$ cat src/rtl/c3lib_pkg.sv
// Shared c3lib parameter limits and helper functions.
// Pure declarations; no logic, no latency, no flow control.
package c3lib_pkg;

  localparam int C3_NUM_IN_MIN = 2;
  localparam int C3_NUM_IN_MAX = 32;
  localparam int C3_SYNC_MIN   = 0;
  localparam int C3_SYNC_MAX   = 3;
  localparam int C3_FILT_MIN   = 1;
  localparam int C3_FILT_MAX   = 255;

  // Width of a counter that must be able to hold 0..filt_cycles.
  function automatic int cnt_width(input int filt_cycles);
    return (filt_cycles < 1) ? 1 : $clog2(filt_cycles + 1);
  endfunction

endpackage

$ cat src/rtl/c3lib_bitsync.sv
// Single-bit synchroniser chain of STAGES flops, reset to 0.
// Latency STAGES edges; no backpressure.
module c3lib_bitsync #(
  parameter int STAGES = 2
) (
  input  logic clk,
  input  logic rst_n,
  input  logic d,
  output logic q
);

  logic [STAGES-1:0] ff;

  always_ff @(posedge clk or negedge rst_n) begin
    if (!rst_n) begin
      ff <= '0;
    end else begin
      ff[0] <= d;
      for (int i = 1; i < STAGES; i++) begin
        ff[i] <= ff[i-1];
      end
    end
  end

  assign q = ff[STAGES-1];

endmodule

$ cat src/rtl/c3lib_and_filt_sync.sv
// Synchronised, maskable AND of async inputs with a stability filter on the result.
// Assert latency SYNC_STAGES+1+FILT_CYCLES edges; no backpressure, clr wins over everything.
module c3lib_and_filt_sync
  import c3lib_pkg::*;
#(
  parameter int NUM_IN        = 2,
  parameter int SYNC_STAGES   = 2,
  parameter int FILT_CYCLES   = 4,
  parameter int DEASSERT_FILT = 0
) (
  input  logic              clk,
  input  logic              rst_n,
  input  logic [NUM_IN-1:0] in_async,
  input  logic [NUM_IN-1:0] in_mask,
  input  logic              clr,
  output logic              out_raw,
  output logic              out
);

  localparam int            CW            = cnt_width(FILT_CYCLES);
  localparam logic [CW-1:0] CNT_LAST      = CW'(FILT_CYCLES - 1);
  localparam bit            FAST_DEASSERT = (DEASSERT_FILT == 0);

  generate
    if (NUM_IN < C3_NUM_IN_MIN || NUM_IN > C3_NUM_IN_MAX) begin : g_bad_num_in
      $error("c3lib_and_filt_sync: NUM_IN out of range");
    end
    if (SYNC_STAGES < C3_SYNC_MIN || SYNC_STAGES > C3_SYNC_MAX) begin : g_bad_sync
      $error("c3lib_and_filt_sync: SYNC_STAGES out of range");
    end
    if (FILT_CYCLES < C3_FILT_MIN || FILT_CYCLES > C3_FILT_MAX) begin : g_bad_filt
      $error("c3lib_and_filt_sync: FILT_CYCLES out of range");
    end
  endgenerate

  logic [NUM_IN-1:0] in_sync;
  logic              raw_d;
  logic              raw_q;
  logic [CW-1:0]     cnt;

  generate
    if (SYNC_STAGES > 0) begin : g_sync
      for (genvar i = 0; i < NUM_IN; i++) begin : g_bit
        c3lib_bitsync #(
          .STAGES (SYNC_STAGES)
        ) u_bitsync (
          .clk   (clk),
          .rst_n (rst_n),
          .d     (in_async[i]),
          .q     (in_sync[i])
        );
      end
    end else begin : g_nosync
      assign in_sync = in_async;
    end
  endgenerate

  // A fully masked set must read as false, not as a vacuous AND.
  assign raw_d = (&(in_sync | in_mask)) & ~(&in_mask);

  always_ff @(posedge clk or negedge rst_n) begin
    if (!rst_n) begin
      raw_q <= 1'b0;
      cnt   <= '0;
      out   <= 1'b0;
    end else if (clr) begin
      raw_q <= 1'b0;
      cnt   <= '0;
      out   <= 1'b0;
    end else begin
      raw_q <= raw_d;
      if (raw_q == out) begin
        cnt <= '0;
      end else if (FAST_DEASSERT && out && !raw_q) begin
        out <= 1'b0;
        cnt <= '0;
      end else if (cnt == CNT_LAST) begin
        out <= ~out;
        cnt <= '0;
      end else begin
        cnt <= cnt + 1'b1;
      end
    end
  end

  assign out_raw = raw_q;

endmodule

$ cat config.mk
export PLATFORM = sky130hd
export DESIGN_NAME = c3lib_and_filt_sync
export DESIGN_NICKNAME = d
export VERILOG_FILES = /design/src/rtl/c3lib_pkg.sv /design/src/rtl/c3lib_bitsync.sv /design/src/rtl/c3lib_and_filt_sync.sv
export SDC_FILE = /design/constraint.sdc
export NUM_CORES = 1
export LEC_CHECK = 0
export CAP_MARGIN = 30
export CORE_AREA = 4 4 41 43
export DETAILED_ROUTE_END_ITERATION = 7
export DIE_AREA = 0 0 45 47
export PLACE_DENSITY = 0.44
export SETUP_SLACK_MARGIN = 0.05
export SLEW_MARGIN = 15
export SYNTH_ARGS = -nofsm -noshare
export SYNTH_HDL_FRONTEND = slang
export SYNTH_SLANG_ARGS = --single-unit
$ cat constraint.sdc
create_clock -name clk -period 1.51 [get_ports clk]
set_input_delay 0.302 -clock clk [delete_from_list [all_inputs] [get_ports clk]]
set_output_delay 0.302 -clock clk [all_outputs]
set_load 0.005 [all_outputs]
# Yosys cells after proc, flatten, opt, wreduce, memory -nomap -nowiden
# Cells that the tools add are included.
[word_totals]
register_bits = 9
mem_bits_rw = 0
n_memories = 0
out_inout_bits = 2
romBits = 0
word_cells = 28
latch_bits = 0
[op_classes]
multipliers = 0
mux = 9
bitwise = 4
n_div = 0
n_lt_le_gt_ge = 0
reduce_logical = 6
shifts = 0
n_eq_ne = 3
addsub = 1
[ops]
columns = ["operator", "count"]
rows = [
  ["$mux 3", 4],
  ["$reduce_and 2->1", 3],
  ["$mux 1", 5],
  ["$add 3x1->3 const B", 1],
  ["$eq 3x2->1 const B", 1],
  ["$reduce_bool 3->1", 1],
  ["$ne 2x2->1 const B", 1],
  ["$not 1->1", 2],
  ["$or 2x2->2", 1],
  ["$and 1x1->1", 1],
  ["$eq 1x1->1", 1],
  ["$logic_and 1x1->1", 1],
  ["$logic_not 1->1", 1],
]

# Longest topological paths before layout
# Gate-level depths: netlist of run 1.
[depth]
ltp_word = 5
mapped_depth = 5
ltp_nobuf = 5

# Modules after synthesis
# Synthesis of run 1 repeated with hierarchy kept, for this count alone.
[hier_totals]
cells_unflattened = 24
area_unflattened_um2 = 336.6
[by_module_without_submodules]
columns = ["module", "area_each_um2", "cells_per_inst", "seq_area_each_um2", "n_inst"]
rows = [
  ["c3lib_and_filt_sync", 236.5, 20, 125.1, 1],
  ["c3lib_bitsync", 50.0, 2, 50.0, 2],
]

# Worst setup path before layout of run 1
# No wires, ideal clock.
[synth_timing]
path_kind = "register to register"
from = "register out"
to = "register out"
period_less_slack_ns = 1.395
setup_time_ns = 0.082
stages_incl_launch_ff = 4
slack_ns = 0.115
t_arrival_ns = 1.313
required_ns = 1.428
path_cell_list = "dfrtp_1 ha_1 or4_1 a31oi_1"
[synth_between]
elab_chain_cells = 5
[synth_rtl]
columns = ["item", "line_no", "rtl"]
rows = [
  ["start: declaration", "c3lib_and_filt_sync.sv:17", "output logic out"],
  ["start signal: assignment", "c3lib_and_filt_sync.sv:78", "out <= ~out;"],
  ["$not 1->1", "c3lib_and_filt_sync.sv:78", ""],
  ["$mux 1", "c3lib_and_filt_sync.sv:77", "end else if (cnt == CNT_LAST) begin"],
  ["$mux 1", "c3lib_and_filt_sync.sv:74", "end else if (FAST_DEASSERT && out && !raw_q) begin"],
  ["$mux 1", "c3lib_and_filt_sync.sv:72", "if (raw_q == out) begin"],
  ["$mux 1", "c3lib_and_filt_sync.sv:66", "end else if (clr) begin"],
]
# Several ways; a longest one is shown, not always the timed one. The select of a mux whose other input is x is not followed.
# A chain may end at the register's enable or synchronous reset.

# Worst setup path after layout of run 1
[layout_timing]
from = "register out"
to = "output port out"
# No word-level cell between the ends.

==> metrics.txt, run 1 <==
status=completed; Flop pwr share=between 50% and 60%; final slew viol count=0; min-delay worst type=primary input to asynchronous set/reset pin; wire length per cell=roughly 11 um; CTS root buffer=clkbuf_4; critical-path cell list=clkdlybuf4s50_1; largest fanout on the critical path=3; Synth warnings=0; crit path time final=about 1400 ps; Leakage=between 0.0002 and 0.00025 uW; Cell Area, Synth=337 um^2; routed via count=about 230; drc violations=0; synth top area cells=dfrtp_1, ha_1, nand2b_4; synth unique cells=14; Combinational Power Share=under 10%; vias in the first global route=251; Die W=around 45 um; Top Ports=9; antenna cell count=0; CTS tree=built; initial antenna violation count=0; MaxCap Viol Count=0; final core utilization=~37%; CP Capture Type=output port; share of cells above drive strength 1=approximately a fifth; DR iter-0 viols=0; commonest non-fill, non-tap cells in the layout=dfrtp_1, clkdlybuf4s50_1, clkbuf_4; routed wire length=between 500 and 600 um; Crit-path slowest cell=clkdlybuf4s50_1; die area=about 0.0021 mm^2; final cell count without fillers=53; Vias/cell=4.42; WS Path Type=flop to output port; Synth area leader=dfrtp_1; worst slew pin tran=~410 ps; net switching power=approximately 97 uW; RSZ-0062 raised after global routing=true; Final GP Congestion=0.681; Num CTS Buffers=3; core area=0.00130 mm^2; Die Y=about 47 um; Inst Count DP=47; initial core utilization=25.9%; H-tree depth=1; Clock power frac=between 30% and 40%; top cell type's share of synthesized area=about two thirds; Clock Sinks=9; clock buffer depth=2; clock slew seen by the registers of the worst setup and hold paths=60 ps; Worst path max stage delay=~510 ps; Int Pwr=approximately 370 uW; Synthesized Nets=33; fmax=between 600 and 700 MHz; crit path DAT=1140 ps; final net count=48; first-pass GRT wire length=979 um; Setup-failing EPs final=0; TritonRoute pass-1 iters=1; Worst Clk Skew=roughly 7.7 ps; Hold Violations, Final=0; commonest non-fill, non-tap cell in the layout=dfrtp_1; GRT Total Usage=under 10%; element type at the critical path start=flop; grt total ovfl=0; row count=13; WP data required=1210 ps; fin crit share=between 90% and 100%; cell area power density=roughly 990 mW/mm^2; post_cts resized=0; worst vdd ir=0.266 mV; max_slew headroom=between 70 and 80%; Sum Neg Setup Slack=0 ps; critical path's top delay family=buffers and inverters; port bufs=8; synthesized area per cell=14.0 um^2; area added between synthesis and finish=41.6%; register area share after synthesis=between 60 and 70%; Sw Share=approximately a fifth; Antenna Violating Nets Remaining=0; later-pin clock latency in the skew report=approximately 260 ps; Synth Register Bits=9; detailed-placement wirelength estimate=between 400 and 500 um; Synth Instances=24; critical path buffer and inverter count=1; largest net degree at the start of global routing=10
## cells by family after synthesis
logic type	Yosys count	share of synthesized area, %
adder cells (fa/ha/maj)	2	7.43
AND/OR/NAND/NOR	9	18.6
AO/OA/AOI/OAI	3	5.95
buffers and inverters	1	1.11
flip-flops	9	66.9
## layer usage
metal	track usage (%)	share of wire (%)	up-vias
met1	7.48	44	108
li1	-	-	113
met3	3.07	11	2
met4	8.77	2.1	0
met2	9.60	43	11
met5	0	0	-
## Yosys cell counts
master    number
and3b_2        1
and3_2         1
a211oi_1       1
nand3b_1       1
ha_1           2
o22ai_1        1
nor3_1         1
dfrtp_1        9
a31oi_1        1
inv_1          1
nand2b_4       1
nor2_1         1
or4_1          1
nand2_1        2
## state kept, by name, indices dropped and copies added, names as in the netlist
register / cells
g_sync.g_bit.u_bitsync.ff: 4
cnt: 3
out: 1
out_raw: 1
## path summary, 6_finish.rpt
check | cells after the start | from | to | slack [ps]
worst max-delay path | 1 | out$_DFFE_PN0P_ | out | 70
worst min-delay path | 1 | rst_n | out$_DFFE_PN0P_ | 340
worst max register to register | 3 | out$_DFFE_PN0P_ | out$_DFFE_PN0P_ | 90
worst min register to register | 0 | g_sync.g_bit[0].u_bitsync.ff[0]$_DFF_PN0_ | g_sync.g_bit[0].u_bitsync.ff[1]$_DFF_PN0_ | 350
max in group asynchronous | 1 | rst_n | g_sync.g_bit[0].u_bitsync.ff[1]$_DFF_PN0_ | 880
min in group clk | 0 | g_sync.g_bit[0].u_bitsync.ff[0]$_DFF_PN0_ | g_sync.g_bit[0].u_bitsync.ff[1]$_DFF_PN0_ | 350
## power by group through the flow
stage | Sequential (uW) | Clock (uW) | Combinational, uW
6_report | 253 | 182 | 35.1
5_1_grt | 254 | 205 | 40.4
4_1_cts | 253 | 193 | 35.8
3_5_place_dp | 258 | 0 | 35.4
3_3_place_gp | 258 | 0 | 34.3
2_1_floorplan | 257 | 0 | 8.14
## timing repair
item	CTS	global route
hold buffers	0	0
hold endpoints to repair	0	0
setup endpoints to repair	1	2
buffers inserted	1	1
## metrics by stage
step	total power [uW]	hold slack (ps)	area, um^2	setup slack (ps)
6_report	470	338	477	71.6
4_1_cts	482	349	469	51.2
5_1_grt	499	357	477	18.8
3_3_place_gp	292	336	435	115
3_5_place_dp	293	337	435	70.8
2_1_floorplan	266	6.41	337	115
## cell type report
cell class	instances	area, um^2
Inverter	1	3.75
Clock buffer	4	26.3
Fill cell	138	825
Multi-Input combinational cell	14	108
Sequential cell	9	225
Tap cell	15	18.8
Timing Repair Buffer	10	95.1
Note: power is estimated with default switching activity, not from simulation.
==> run 2: changes to the inputs <==
ABC_AREA = 1   (was unset)
PLACE_DENSITY = 0.46   (was 0.44)
SETUP_SLACK_MARGIN = 0.2   (was 0.05)
==> run 2 against run 1 <==
Synthesized cell count up 38%. Sequential share of layout area down 2.7 points. Global-route usage up 0.88 points. Register-to-register slack better by 280 ps. Critical path depth unchanged. Synthesized area up 6.7%. Setup slack better by 250 ps. Non-clock buffer count down 1. Power up 1.3%. First-iteration DRC count up 5.
==> metrics.txt, run 2 <==
largest net degree at the start of global routing=10 (unchanged); Synth Instances=33 (was 24); Crit-path slowest cell=dfrtp_1 (was clkdlybuf4s50_1); met3 GRT Util=2.68% (was 3.07%); CTS tree=built (unchanged); synth cell count leaders=dfrtp_1, nand2_1, inv_1, nor2_1 (was dfrtp_1, ha_1, nand2_1); core area=0.00130 mm^2 (unchanged); Simple-Gate Fraction of Synth Area=22.3% (was 18.6%); Sum Neg Setup Slack=0 ps (unchanged); grt total ovfl=0 (unchanged); fin crit share=79.0% (was 95.3%); M2 GR Usage=11.9% (was 9.60%); Biggest register=g_sync.g_bit.u_bitsync.ff (unchanged); critical-path cell list=dlygate4sd2_1 (was clkdlybuf4s50_1); H-tree depth=1 (unchanged); Synthesized Nets=42 (was 33); CP Capture Type=output port (unchanged); RSZ-0062 raised after global routing=false (was true); worst vdd ir=0.311 mV (was 0.266 mV); Die W=45 um (unchanged); Top Ports=9 (unchanged); crit path DAT=890 ps (was 1140 ps); antenna cell count=0 (unchanged); crit path time final=1190 ps (was 1440 ps); first-pass GRT wire length=1.12 mm (was 979 um); synthesized area per cell=10.9 um^2 (was 14.0 um^2); drc violations=0 (unchanged); synth top area cells=dfrtp_1, ha_1, nand2_1 (was dfrtp_1, ha_1, nand2b_4); Vias/cell=4.23 (was 4.42); row count=13 (unchanged); worst slew pin tran=410 ps (was 411 ps); Synth Register Bits=9 (unchanged); GRT Total Usage=7.98% (was 7.10%); wire length per cell=10.1 um (was 10.7 um); gr busiest metal=met2 (unchanged); most frequent cell after synthesis=dfrtp_1 (unchanged); R2R Setup Slk=370 ps (was 90 ps); final net count=56 (was 48); detailed-placement wirelength estimate=489 um (was 416 um); share of cells above drive strength 1=19.6% (was 21.1%); register area share after synthesis=62.7% (was 66.9%); CTS root buffer=clkbuf_4 (unchanged); top_reg_cell synth=dfrtp_1 (unchanged); Cell Area, Synth=359 um^2 (was 337 um^2); largest family of logic cells by synthesized area=simple AND/OR/NAND/NOR gates (unchanged); status=completed (unchanged); Synth Area in XOR/XNOR=0% (unchanged); routed wire length=616 um (was 566 um); vias in the first global route=286 (was 251); EDFF count, synth=0 (unchanged); share of flip-flops with an asynchronous set or reset=100% (unchanged); Synth area leader=dfrtp_1 (unchanged); Worst Reg-to-Reg Cells=7 (was 3); number of hold buffers added after cts=0 (unchanged); cell area power density=941 mW/mm^2 (was 986 mW/mm^2); initial core utilization=27.6% (was 25.9%); Antenna Violating Nets Remaining=0 (unchanged); die area=0.00212 mm^2 (unchanged); DR iter-0 viols=5 (was 0); largest fanout on the critical path=2 (was 3); Critical R2R Capture=out$_DFFE_PN0P_ (unchanged); Hold Violations, Final=0 (unchanged); Synth Area in Compound Gates=2.79% (was 5.95%); final cell count without fillers=61 (was 53); area added between synthesis and finish=40.8% (was 41.6%); clock slew seen by the registers of the worst setup and hold paths=60 ps (about the same); Synth warnings=0 (unchanged); routed via count=258 (was 234); reg2reg start=out$_DFFE_PN0P_ (unchanged); WS Path Type=flop to output port (unchanged); commonest non-fill, non-tap cells in the layout=dfrtp_1, nand2_1, clkdlybuf4s50_1 (was dfrtp_1, clkdlybuf4s50_1, clkbuf_4); Setup-failing EPs final=0 (unchanged); top cell type's share of synthesized area=62.7% (was 66.9%); Leakage=0.000252 uW (was 0.000216 uW); Worst Clk Skew=1.34 ps (was 7.73 ps); initial antenna violation count=0 (unchanged); TritonRoute pass-1 iters=2 (was 1); later-pin clock latency in the skew report=250 ps (was 260 ps); element type at the critical path start=flop (unchanged); Inst Count DP=56 (was 47); min-delay worst type=primary input to asynchronous set/reset pin (unchanged); WP data required=1210 ps (about the same); max_slew headroom=72.6% (was 72.5%); commonest non-fill, non-tap cell in the layout=dfrtp_1 (unchanged); synth unique cells=12 (was 14); Die Y=47 um (unchanged); max reg flops=4 (unchanged); Clock Sinks=9 (unchanged); clock buffer depth=2 (unchanged); Adder-Cell Fraction of Synth Area=6.97% (was 7.43%); critical path's top delay family=flip-flops (was buffers and inverters); Final GP Congestion=0.633 (was 0.681); Worst path max stage delay=380 ps (was 510 ps); MaxCap Viol Count=0 (unchanged); fmax=838 MHz (was 695 MHz); biggest regs=g_sync.g_bit.u_bitsync.ff x4, cnt x3 (unchanged); port bufs=8 (unchanged); multiplexer share of the synthesized area=0% (unchanged); GR Util met1=9.13% (was 7.48%); Num CTS Buffers=3 (unchanged); critical path buffer and inverter count=1 (unchanged); final slew viol count=0 (unchanged)
[run 2: repair_timing]
item | 4_1_cts | 5_1_grt
resized for setup | 1 | 3
setup endpoints to repair | 2 | 2
setup buffers | 1 | 0
[run 2: kinds of logic (layout without fill, tap and decap cells)]
kind of cell / Yosys count / after routing
DFF: 9 / 9
AOI/OAI and AO/OA: 2 / 2
and+or+nand+nor: 15 / 15
buffers and inverters: 5 / 18
adders and majority gates: 2 / 2
[run 2: per-layer routing]
layer  wire [um]  vias up  share of wire (%)
li1            -      130                  -
met3          46        0                7.5
met4           0        0                  0
met5           0        -                  0
met1         259      121                 42
met2         310        7                 50
[run 2: final cells by class]
class	instances	area (um^2)
Tap cell	15	18.8
Timing Repair Buffer	9	88.8
Multi-Input combinational cell	19	128
Fill cell	153	796
Inverter	5	18.8
Clock buffer	4	26.3
Sequential cell	9	225
[run 2: worst max-delay path by stage]
stage	depth (start not counted)	startpoint	end	slack (ps)
6_report	1	out_raw$_DFF_PN0_	out_raw	320
5_1_grt	7	out$_DFFE_PN0P_	out$_DFFE_PN0P_	240
4_1_cts	1	out$_DFFE_PN0P_	out	100
3_5_place_dp	4	clr	cnt[1]$_DFF_PN0_	290
3_3_place_gp	6	clr	out$_DFFE_PN0P_	300
2_1_floorplan	5	out$_DFFE_PN0P_	out$_DFFE_PN0P_	440
[run 2: through the flow]
step	total power [uW]	setup WS, ps	util [%]	cell area [um^2]	hold slack, ps
after detailed placement	300	287	35.2	458	339
after CTS	489	96.1	37.7	490	341
after global routing	500	241	38.8	505	360
after floorplan	271	436	-	359	6.41
after global placement	298	297	35.2	458	335
final	476	317	38.8	505	343
[run 2: where the power goes]
| group | total (uW) | internal, uW | switching [uW] | leakage, uW |
|---|---|---|---|---|
| sequential | 253 | 250 | 2.92 | 0.000115 |
| clock | 180 | 101 | 78.6 | 0.0000150 |
| combinational | 43.1 | 23.8 | 19.3 | 0.000121 |
| total | 476 | 375 | 101 | 0.000252 |
